==> src/rtl/uart_led_cmd_pkg.sv <==
// -----------------------------------------------------------------------------
// uart_led_cmd_pkg
// Shared definitions for the UART LED command parser:
//   - parser state encoding (legacy-compatible 3-bit localparams)
//   - ASCII constants for command letters, line terminators and responses
//   - 2-bit channel-select encoding and a channel-letter decode helper
// -----------------------------------------------------------------------------
package uart_led_cmd_pkg;

   // Parser states
   typedef logic [2:0] state_t;
   localparam state_t ST_IDLE      = 3'd0;
   localparam state_t ST_HI        = 3'd1;
   localparam state_t ST_LO        = 3'd2;
   localparam state_t ST_TERM      = 3'd3;
   localparam state_t ST_RESP_WAIT = 3'd4;
   localparam state_t ST_RESP_HOLD = 3'd5;

   // ASCII constants
   localparam logic [7:0] CH_R_UC = 8'h52;  // 'R'
   localparam logic [7:0] CH_R_LC = 8'h72;  // 'r'
   localparam logic [7:0] CH_G_UC = 8'h47;  // 'G'
   localparam logic [7:0] CH_G_LC = 8'h67;  // 'g'
   localparam logic [7:0] CH_B_UC = 8'h42;  // 'B'
   localparam logic [7:0] CH_B_LC = 8'h62;  // 'b'
   localparam logic [7:0] ASC_CR  = 8'h0D;
   localparam logic [7:0] ASC_LF  = 8'h0A;
   localparam logic [7:0] ASC_ACK = 8'h4B;  // 'K'
   localparam logic [7:0] ASC_NAK = 8'h45;  // 'E'

   // Channel select
   typedef enum logic [1:0] {
      CHAN_RED   = 2'd0,
      CHAN_GREEN = 2'd1,
      CHAN_BLUE  = 2'd2
   } chan_t;

   typedef struct packed {
      logic  valid;
      chan_t ch;
   } chan_dec_t;

   // Map a received byte to a channel; valid=0 if it is not a channel letter.
   function automatic chan_dec_t decode_chan(input logic [7:0] b);
      chan_dec_t r;
      r.valid = 1'b1;
      r.ch    = CHAN_RED;
      case (b)
         CH_R_UC, CH_R_LC: r.ch = CHAN_RED;
         CH_G_UC, CH_G_LC: r.ch = CHAN_GREEN;
         CH_B_UC, CH_B_LC: r.ch = CHAN_BLUE;
         default:          r.valid = 1'b0;
      endcase
      return r;
   endfunction

endpackage

==> src/rtl/uart_led_cmd_hex_ascii_decode.sv <==
// -----------------------------------------------------------------------------
// hex_ascii_decode
// Combinational ASCII hex digit decoder ('0'-'9', 'A'-'F', 'a'-'f').
// Ports:
//   ascii_i   [7:0]  input byte
//   nibble_o  [3:0]  decoded value (0 when not a hex digit)
//   valid_o          1 when ascii_i is a hex digit
// -----------------------------------------------------------------------------
module hex_ascii_decode (
   input  logic [7:0] ascii_i,
   output logic [3:0] nibble_o,
   output logic       valid_o
);

   always_comb begin
      // NOTE: every output gets a default first so no path leaves it unassigned,
      // which would otherwise infer a latch.
      nibble_o = 4'h0;
      valid_o  = 1'b0;
      if (ascii_i >= 8'h30 && ascii_i <= 8'h39) begin
         nibble_o = ascii_i[3:0];
         valid_o  = 1'b1;
      end else if ((ascii_i >= 8'h41 && ascii_i <= 8'h46) ||
                   (ascii_i >= 8'h61 && ascii_i <= 8'h66)) begin
         // 'A'/'a' have low nibble 1, so adding 9 yields 10..15.
         nibble_o = ascii_i[3:0] + 4'd9;
         valid_o  = 1'b1;
      end
   end

endmodule

==> src/rtl/uart_led_cmd.sv <==
// -----------------------------------------------------------------------------
// uart_led_cmd
// ASCII command parser between the UART receiver, the UART transmitter and the
// three PWM channels. Accepts "<R|G|B><hex hi><hex lo><CR>" (letters in either
// case), updates the addressed 8-bit duty step and queues a one-byte response,
// 'K' on success or 'E' on a protocol error, via the transmitter's start/busy
// handshake.
//
// Optional feature (compile-time macro UART_LED_CMD_TIMEOUT_EN):
//   abandons a partial command after TIMEOUT_CYCLES cycles without a byte
//   (err_o pulse, no response). Without the macro a partial command waits
//   forever.
//
// Ports:
//   CLK, RST_N          clock, asynchronous active-low reset
//   rx_data_i  [7:0]    received byte, valid while rx_valid_i=1
//   rx_valid_i          one-cycle pulse per received byte
//   tx_busy_i           transmitter busy
//   tx_data_o  [7:0]    response byte, stable from start pulse to next response
//   tx_start_o          one-cycle transmit request
//   red_step_o, green_step_o, blue_step_o [7:0]  duty steps
//   err_o               one-cycle pulse on protocol error or dropped byte
// -----------------------------------------------------------------------------
module uart_led_cmd
   import uart_led_cmd_pkg::*;
#(
   parameter int unsigned TIMEOUT_CYCLES = 25000000,
   parameter int unsigned HOLDOFF_CYCLES = 2
) (
   input  logic       CLK,
   input  logic       RST_N,
   input  logic [7:0] rx_data_i,
   input  logic       rx_valid_i,
   input  logic       tx_busy_i,
   output logic [7:0] tx_data_o,
   output logic       tx_start_o,
   output logic [7:0] red_step_o,
   output logic [7:0] green_step_o,
   output logic [7:0] blue_step_o,
   output logic       err_o
);

   localparam int unsigned HOLD_W = (HOLDOFF_CYCLES < 1) ? 1 : $clog2(HOLDOFF_CYCLES + 1);

   state_t              state_q,   state_d;
   chan_t               chan_q,    chan_d;
   logic [3:0]          hi_q,      hi_d;
   logic [3:0]          lo_q,      lo_d;
   logic [HOLD_W-1:0]   holdoff_q, holdoff_d;
   logic [7:0]          tx_data_q, tx_data_d;
   logic                tx_start_q, tx_start_d;
   logic                err_q,     err_d;
   logic [7:0]          red_q,     red_d;
   logic [7:0]          green_q,   green_d;
   logic [7:0]          blue_q,    blue_d;

   logic [3:0]          hex_nib;
   logic                hex_ok;
   chan_dec_t           chan_dec;
   logic                proto_err;
   logic                in_cmd;
   logic                timeout_hit;

   hex_ascii_decode u_hex (
      .ascii_i  (rx_data_i),
      .nibble_o (hex_nib),
      .valid_o  (hex_ok)
   );

   assign chan_dec = decode_chan(rx_data_i);
   assign in_cmd   = (state_q == ST_HI) || (state_q == ST_LO) || (state_q == ST_TERM);

`ifdef UART_LED_CMD_TIMEOUT_EN
   logic [31:0] to_cnt_q;

   // Counts idle cycles inside a partial command; any byte restarts it.
   always_ff @(posedge CLK or negedge RST_N) begin
      if (!RST_N) begin
         to_cnt_q <= '0;
      end else if (rx_valid_i || !in_cmd || timeout_hit) begin
         to_cnt_q <= '0;
      end else begin
         to_cnt_q <= to_cnt_q + 32'd1;
      end
   end

   assign timeout_hit = in_cmd && !rx_valid_i && (to_cnt_q == TIMEOUT_CYCLES - 32'd1);
`else
   logic unused_timeout;
   assign unused_timeout = ^TIMEOUT_CYCLES;
   assign timeout_hit    = 1'b0;
`endif

   always_comb begin
      state_d    = state_q;
      chan_d     = chan_q;
      hi_d       = hi_q;
      lo_d       = lo_q;
      holdoff_d  = holdoff_q;
      tx_data_d  = tx_data_q;
      red_d      = red_q;
      green_d    = green_q;
      blue_d     = blue_q;
      tx_start_d = 1'b0;
      err_d      = 1'b0;
      proto_err  = 1'b0;

      case (state_q)
         ST_IDLE: begin
            if (rx_valid_i) begin
               if (chan_dec.valid) begin
                  chan_d  = chan_dec.ch;
                  state_d = ST_HI;
               end else if (rx_data_i != ASC_CR && rx_data_i != ASC_LF) begin
                  proto_err = 1'b1;
               end
            end
         end
         ST_HI: begin
            if (rx_valid_i) begin
               if (hex_ok) begin
                  hi_d    = hex_nib;
                  state_d = ST_LO;
               end else begin
                  proto_err = 1'b1;
               end
            end
         end
         ST_LO: begin
            if (rx_valid_i) begin
               if (hex_ok) begin
                  lo_d    = hex_nib;
                  state_d = ST_TERM;
               end else begin
                  proto_err = 1'b1;
               end
            end
         end
         ST_TERM: begin
            if (rx_valid_i) begin
               if (rx_data_i == ASC_CR) begin
                  case (chan_q)
                     CHAN_RED:   red_d   = {hi_q, lo_q};
                     CHAN_GREEN: green_d = {hi_q, lo_q};
                     default:    blue_d  = {hi_q, lo_q};
                  endcase
                  tx_data_d = ASC_ACK;
                  state_d   = ST_RESP_WAIT;
               end else begin
                  proto_err = 1'b1;
               end
            end
         end
         ST_RESP_WAIT: begin
            // A byte here has nowhere to go: flag it and drop it.
            err_d = rx_valid_i;
            if (!tx_busy_i && holdoff_q == '0) begin
               tx_start_d = 1'b1;
               holdoff_d  = HOLD_W'(HOLDOFF_CYCLES);
               state_d    = ST_RESP_HOLD;
            end
         end
         ST_RESP_HOLD: begin
            // tx_busy_i is not looked at here: it may lag the start pulse.
            err_d = rx_valid_i;
            if (holdoff_q == '0) begin
               state_d = ST_IDLE;
            end else begin
               holdoff_d = holdoff_q - HOLD_W'(1);
            end
         end
         default: state_d = ST_IDLE;
      endcase

      if (proto_err) begin
         err_d     = 1'b1;
         tx_data_d = ASC_NAK;
         state_d   = ST_RESP_WAIT;
      end

      if (timeout_hit) begin
         err_d   = 1'b1;
         state_d = ST_IDLE;
      end
   end

   // NOTE: sequential state uses non-blocking assignments so every register
   // samples pre-edge values, independent of statement order.
   always_ff @(posedge CLK or negedge RST_N) begin
      if (!RST_N) begin
         state_q    <= ST_IDLE;
         chan_q     <= CHAN_RED;
         hi_q       <= 4'h0;
         lo_q       <= 4'h0;
         holdoff_q  <= '0;
         tx_data_q  <= 8'h00;
         tx_start_q <= 1'b0;
         err_q      <= 1'b0;
         red_q      <= 8'h00;
         green_q    <= 8'h00;
         blue_q     <= 8'h00;
      end else begin
         state_q    <= state_d;
         chan_q     <= chan_d;
         hi_q       <= hi_d;
         lo_q       <= lo_d;
         holdoff_q  <= holdoff_d;
         tx_data_q  <= tx_data_d;
         tx_start_q <= tx_start_d;
         err_q      <= err_d;
         red_q      <= red_d;
         green_q    <= green_d;
         blue_q     <= blue_d;
      end
   end

   assign tx_data_o    = tx_data_q;
   assign tx_start_o   = tx_start_q;
   assign err_o        = err_q;
   assign red_step_o   = red_q;
   assign green_step_o = green_q;
   assign blue_step_o  = blue_q;

endmodule

==> config.mk <==
export PLATFORM = sky130hd
export DESIGN_NAME = uart_led_cmd
export DESIGN_NICKNAME = d
export VERILOG_FILES = /design/src/rtl/uart_led_cmd_pkg.sv /design/src/rtl/uart_led_cmd_hex_ascii_decode.sv /design/src/rtl/uart_led_cmd.sv
export SDC_FILE = /design/constraint.sdc
export NUM_CORES = 1
export LEC_CHECK = 0
export ABC_AREA = 1
export CAP_MARGIN = 10
export CORE_MARGIN = 3
export CORE_UTILIZATION = 45
export CTS_CLUSTER_SIZE = 25
export DETAILED_ROUTE_END_ITERATION = 16
export PLACE_DENSITY = 0.72
export SYNTH_ARGS = -nofsm -noshare
export SYNTH_HDL_FRONTEND = slang
export SYNTH_SLANG_ARGS = --single-unit
==> constraint.sdc <==
create_clock -name CLK -period 2.98 [get_ports CLK]
set_clock_uncertainty 0.15 [all_clocks]
set_input_delay 0.894 -clock CLK [delete_from_list [all_inputs] [get_ports CLK]]
set_output_delay 0.894 -clock CLK [all_outputs]
set_load 0.02 [all_outputs]
==> results of run 1 <==
[registers in the layout (all words and copies together), names as in the netlist]
signal	count
lo_q	4
tx_data_o	3
green_step_o	8
holdoff_q	2
hi_q	4
tx_start_o	1
red_step_o	8
chan_q	2
err_o	1
blue_step_o	8
state_q	3
[power by group]
part	internal, W	switching [W]
clock	0.000188	0.000201
combinational	0.000166	0.000337
sequential	0.000690	0.0000660
[layout make-up]
class	count	area (um^2)	share of cell area [%]
sequential	44	1100	40.0
multi-input combinational	164	920	33.4
timing repair buffer	45	438	15.9
inverter	31	116	4.23
clock buffer	7	86.3	3.14
tap	65	81.3	2.96
clock inverter	1	7.51	0.273
[kinds of logic after synthesis]
group,count (synthesis)
compound gates,45
xor+xnor,1
fa+ha+maj,5
buf+inv,39
flops,44
mux,2
other cells,1
simple gates,108
[Yosys cell counts, types with 2 or more instances]
cell type and number:
o21ai_1 10, nor2_1 14, nand3_1 16, nand2_1 58, o21ai_0 13, a21oi_1 5, buf_6 3, ha_1 5
buf_4 5, nand4_1 3, mux2i_1 2, dfrtp_1 44, nor2_2 3, inv_1 26, nor2_4 2, inv_2 5
nand2_2 4, o21ai_2 14
[path summary, 6_finish.rpt]
check,from,end
min in group asynchronous,RST_N,red_step_o[6]
min reg2reg,red_step_o[7],red_step_o[7]
min,red_step_o[7],red_step_o[7]
max reg2reg,state_q[1],state_q[1]
max,rx_data_i[1],state_q[1]
max in group asynchronous,RST_N,green_step_o[7]
[routing by layer]
layer  vias up  wire, um  global-route usage, %
met3         7       188                   4.03
met4         0        85                   7.07
li1        881         -                      -
met2        42      2000                   27.0
met1       798      2050                   19.5
met5         -         0                      0
[worst max-delay path, stage by stage]
cell             delay [ns]
clkdlybuf4s50_1        0.52
inv_1                  0.09
ha_1                   0.22
inv_1                  0.06
nand3_1                0.06
nand2_1                0.06
inv_1                  0.07
nand2_1                0.08
nand3_1                0.09
nand3_1                0.11
nand2_2                0.11
nand2_1                0.10
nand2_1                0.08
nand2_1                0.07
nand2_1                0.06
[per-stage QoR]
stage               utilization, %  setup WS (ns)  area (um^2)  cells  hold WS [ns]
floorplan                        -          0.691         2210    247         0.299
global placement              58.6         0.0801         2660    349         0.313
detailed placement            58.6         0.0435         2660    349         0.319
CTS                           60.7          0.354         2750    357         0.338
global route                  60.7          0.123         2750    357         0.356
finish                        60.7          0.353         2750    357         0.334
==> metrics.md, run 1 <==
| Metric | Value |
|---|---|
| Status | finished, final reports clean |
| First-pass GRT wire length | 7500 um |
| Top post-synthesis cells by area | dfrtp_1 50%, nand2_1 9.9%, o21ai_2 5.6% |
| GR Overflow Total | 0 |
| Clk slew on worst S/H paths | 0.08 ns |
| # IOs | 46 |
| Chip height | 75.9 um |
| Drt initial violations | 127 |
| Root buf cell | clkbuf_8 |
| CTS Buf Count | 5 |
| Antenna cells | 0 |
| DR vias | 1728 |
| GRT Total Usage | 16.0% |
| Final setup viols | 0 |
| Setup Crit Path Kind | primary input to register |
| Seq cells post-synth | 44 |
| Synth Area in Compound Gates | 13.1% |
| Detailed Place HPWL | 3320 um |
| Row count | 24 |
| Syn Std Cell Area | 2200 um^2 |
| Depth of the CTS H-tree | 2 |
| Vias per cell | 4.84 |
| R2r worst-path depth | 8 |
| Core Area | 4530 um^2 |
| Share of layout cells above drive strength 1 | 15.1% |
| P&R area growth vs syn | 25.0% |
| Worst Hold Class | register to register |
| Final Hold Fails | 0 |
| Post-synthesis simple-gate area fraction | 24.0% |
| CTS max path bufs | 2 |
| Post-CTS Setup Inserts | 0 |
| Post-synth top area cell | dfrtp_1 |
| Adder and majority gate portion of the synthesized area | 2.84% |
| Fillers | 407 |
| Hold buffers post-CTS | 0 |
| Worst setup EP type | register |
| Largest family of logic cells by synthesized area | simple AND/OR/NAND/NOR gates |
| Setup total negative slack | 0 ns |
| Sequential area share after synthesis | 50.0% |
| Post-DRT Antenna Nets | 0 |
| Final Max Slew Viols | 0 |
| Crit path required time | 3.02 ns |
| Largest net degree at the start of global routing | 27 |
| Total power after layout | 0.00165 W |
| Final wirelength | 4320 um |
| Clk sinks | 44 |
| Mean Syn Cell Area | 8.98 um^2 |
| Hold depth | 2 |
| Area of the die | 5770 um^2 |
| Async set-reset flop share out of synthesis | 100% |
| Fin crit share | 88.2% |
| # resized after CTS | 0 |
| Routed len/inst | 12.1 um |
| Latest clock arrival within the worst-skew pair | 0.30 ns |
| Number of synthesized flops with an enable pin | 0 |
| Fmax | 381 MHz |
| Commonest cells after routing, fill and taps aside | 58 x nand2_1, 44 x dfrtp_1, 41 x clkdlybuf4s50_1, 26 x inv_1, 16 x nand3_1 |
| Nets | 308 |
| Commonest non-fill, non-tap cell in the layout | nand2_1 |
| Yosys cell types | 31 |
| Crit path launch type | primary input |
| I/O Buffers | 42 |
| Top FF cell, synth | dfrtp_1 |
| Max-cap check violation count | 0 |
| Worst VDD drop | 0.261 mV |
| Gate Count Post-Synth | 245 |
| Crit path DAT | 2.67 ns |
| Cell Pwr Density | 599 nW/um^2 |
| GP Congestion | 0.873 |
| Synth Area in XOR/XNOR | 0.398% |
| CP max FO | 8 |
| Crit path time final | 2.63 ns |
| Slew headroom | 62.0% |
| Unrepaired setup endpoints after global routing | no |
| Initial Util | 48.5% |
| P_leak | 1.32 nW |
| Vias in the first global route | 1653 |
| # DRC | 0 |
| Width of the die | 75.9 um |
| Ys Warns | 0 |
| Post-synth top area share | 50.0% |
| Reg2Reg Setup Slack | 1.15 ns |
| CTS tree | built |
| Drt pass-1 iters | 6 |
| Initial antenna violation count | 0 |
| Multiplexer share of the synthesized area | 0.910% |
| Worst slew pin tran | 0.571 ns |
Note: power is estimated with default switching activity, not from simulation.
==> run 2, diff against run 1 <==
Settings changed: PLACE_DENSITY 0.72 to 0.71, SKIP_CTS_REPAIR_TIMING from default to 1, SYNTH_HIERARCHICAL from default to 1.
==> run 2 against run 1 <==
Compared with the run above:
- wire length grew 9.6%
- largest power group unchanged
- sequential cell count is the same
- clock power shrank 5%
- register-to-register slack gained 0.06 ns
==> metrics.md, run 2 <==
| Metric | Value |
|---|---|
| Gate Count Post-Synth | 266 (+8.6%) |
| Most instantiated cells after synthesis | 66 x nand2_1, 44 x dfrtp_1, 36 x inv_1 |
| Setup Crit Path Kind | primary input to register |
| First-pass GRT wire length | 7980 um (+6.4%) |
| Vias in the first global route | 1697 (+2.7%) |
| Worst Hold Class | register to register |
| Commonest cells after routing, fill and taps aside | 66 x nand2_1, 44 x dfrtp_1, 41 x clkdlybuf4s50_1, 36 x inv_1, 19 x o21ai_2 |
| Crit path required time | 3.03 ns (about the same) |
| Status | finished, final reports clean |
| Area of the die | 6030 um^2 (+4.5%) |
| Post-synth top area cell | dfrtp_1 |
| Number of synthesized flops with an enable pin | 0 (unchanged) |
| GR Overflow Total | 0 (unchanged) |
| Reg area | 1100 um^2 (unchanged) |
| Min Hold Slack | 0.339 ns (+0.00497 ns) |
| Row count | 25 (+4.2%) |
| Width of the die | 77.6 um (+2.2%) |
| Post-synth top area share | 47.7% (-2.4 points) |
| Final setup viols | 0 (unchanged) |
| Nets | 333 (+8.1%) |
| I/O Buffers | 42 (unchanged) |
| CTS max path bufs | 2 (unchanged) |
| Initial antenna violation count | 0 (unchanged) |
| Final Hold Fails | 0 (unchanged) |
| GRT Total Usage | 16.4% (+0.34 points) |
| Mean Syn Cell Area | 8.68 um^2 (-3.3%) |
| Clk slew on worst S/H paths | 0.08 ns (about the same) |
| Crit path time final | 2.68 ns (+0.0493 ns) |
| Crit path DAT | 2.72 ns (+0.05 ns) |
| Yosys cell types | 28 (-9.7%) |
| Final instance area | 2890 um^2 (+5.0%) |
| CTS Buf Count | 5 (unchanged) |
| Max-cap check violation count | 0 (unchanged) |
| Largest net degree at the start of global routing | 26 (-3.7%) |
| Final Max Slew Viols | 0 (unchanged) |
| # IOs | 46 (unchanged) |
| Most frequent cell after synthesis | nand2_1 |
| Chip height | 77.6 um (+2.2%) |
| Depth of the CTS H-tree | 2 (unchanged) |
| Initial Util | 47.6% (-0.90 points) |
| Final Util | 59.6% (-1.1 points) |
| GP Congestion | 0.894 (+2.4%) |
| Latest clock arrival within the worst-skew pair | 0.30 ns (about the same) |
| Drt pass-1 iters | 4 (-2) |
| Worst setup EP type | register |
| Routed len/inst | 12.3 um (+1.7%) |
| Clk sinks | 44 (unchanged) |
| Core Area | 4850 um^2 (+6.9%) |
| P_leak | 1.38 nW (+3.9%) |
| Syn Std Cell Area | 2310 um^2 (+4.9%) |
| Fillers | 438 (+7.6%) |
| Async set-reset flop share out of synthesis | 100% (unchanged) |
| Post-DRT Antenna Nets | 0 (unchanged) |
| Top FF cell, synth | dfrtp_1 |
| Unrepaired setup endpoints after global routing | no |
| Antenna cells | 0 (unchanged) |
| Share of layout cells above drive strength 1 | 18.9% (+3.8 points) |
| Fin crit share | 89.8% (+1.7 points) |
| Sequential area share after synthesis | 47.7% (-2.4 points) |
| Multi-input gate area | 988 um^2 (+7.5%) |
| Seq cells post-synth | 44 (unchanged) |
| Ys Warns | 6 (+6) |
| Worst VDD drop | 0.212 mV (-19%) |
| Root buf cell | clkbuf_8 |
| Final wirelength | 4730 um (+9.6%) |
| CTS tree | built |
| Detailed Place HPWL | 3560 um (+7.0%) |
| Fmax | 374 MHz (-1.8%) |
| # DRC | 0 (unchanged) |
| Top post-synthesis cells by area | dfrtp_1 48%, nand2_1 11%, o21ai_2 7.2% |
| Commonest non-fill, non-tap cell in the layout | nand2_1 |
| Setup total negative slack | 0 ns (unchanged) |
| DP Area | 2800 um^2 (+5.5%) |
| CP max FO | 6 (-2) |
| Drt initial violations | 106 (-17%) |
| Vias per cell | 4.80 (-0.83%) |
| Crit path launch type | primary input |
| Cell Pwr Density | 535 nW/um^2 (-11%) |
| DR vias | 1848 (+6.9%) |
| P&R area growth vs syn | 25.1% (about the same) |
-- run 2: changes by cell type after synthesis, moves of 3 or more --
cell,delta
inv_2,-4
o21ai_2,+5
o21ai_1,-3
nand2_1,+8
nor2_2,+4
inv_1,+10
-- run 2: final cells by class --
| class | count | area share (%) |
|---|---|---|
| tap | 67 | 2.90 |
| sequential | 44 | 38.1 |
| multi-input combinational | 177 | 34.2 |
| timing repair buffer | 51 | 16.7 |
| clock inverter | 3 | 0.650 |
| clock buffer | 5 | 2.38 |
| inverter | 38 | 5.02 |
-- run 2: where the power goes --
part,leakage (nW),switching [W],internal (W)
Clock,0.0479,0.000209,0.000163
Sequential,0.592,0.0000586,0.000641
Combinational,0.736,0.000309,0.000166
Total,1.38,0.000576,0.000970
-- run 2: cells by family after synthesis --
group                    share of synthesized area, %
AO/OA/AOI/OAI                                    13.3
AND/OR/NAND/NOR                                  26.5
adder cells (fa/ha/maj)                          2.17
buffers and inverters                            9.86
flip-flops                                       47.7
other                                           0.162
XOR/XNOR                                        0.379
-- run 2: worst paths after layout --
kind                                 startpoint              end  slack (ns)  cells past startpoint
worst max register to register       state_q[1]       state_q[1]        1.21                     10
worst min register to register  green_step_o[0]  green_step_o[0]        0.34                      2
max in group asynchronous                 RST_N  green_step_o[5]        2.01                      2
min in group asynchronous                 RST_N  green_step_o[3]        0.39                      2
worst max-delay path               rx_data_i[0]       state_q[1]        0.30                     15
worst min-delay path            green_step_o[0]  green_step_o[0]        0.34                      2
-- run 2: metal layers --
metal	track usage [%]	up-vias	share of wire, %
li1	-	946	-
met1	21.8	845	47
met2	26.7	48	47
met3	3.13	9	4.4
met4	5.34	0	1.7
met5	0	-	0
-- run 2: worst max-delay path: stages --
cell and delay (ns):
clkdlybuf4s50_1 0.53, inv_1 0.09, ha_1 0.21, nor2_1 0.10
o21ai_1 0.07, nand2_1 0.08, nand2_1 0.08, nor2_2 0.14
nor2_2 0.05, nand2_2 0.10, nand3_4 0.12, nand2_4 0.09
nand2_2 0.05, nand2_1 0.06, nand2_1 0.05
-- run 2: through the flow --
stage               instances  setup WS, ns  power [W]
floorplan                 268         0.666    0.00107
global route              385        0.0786    0.00164
CTS                       385         0.294    0.00156
global placement          377        0.0488    0.00117
finish                    385         0.303    0.00155
detailed placement        377       -0.0227    0.00118
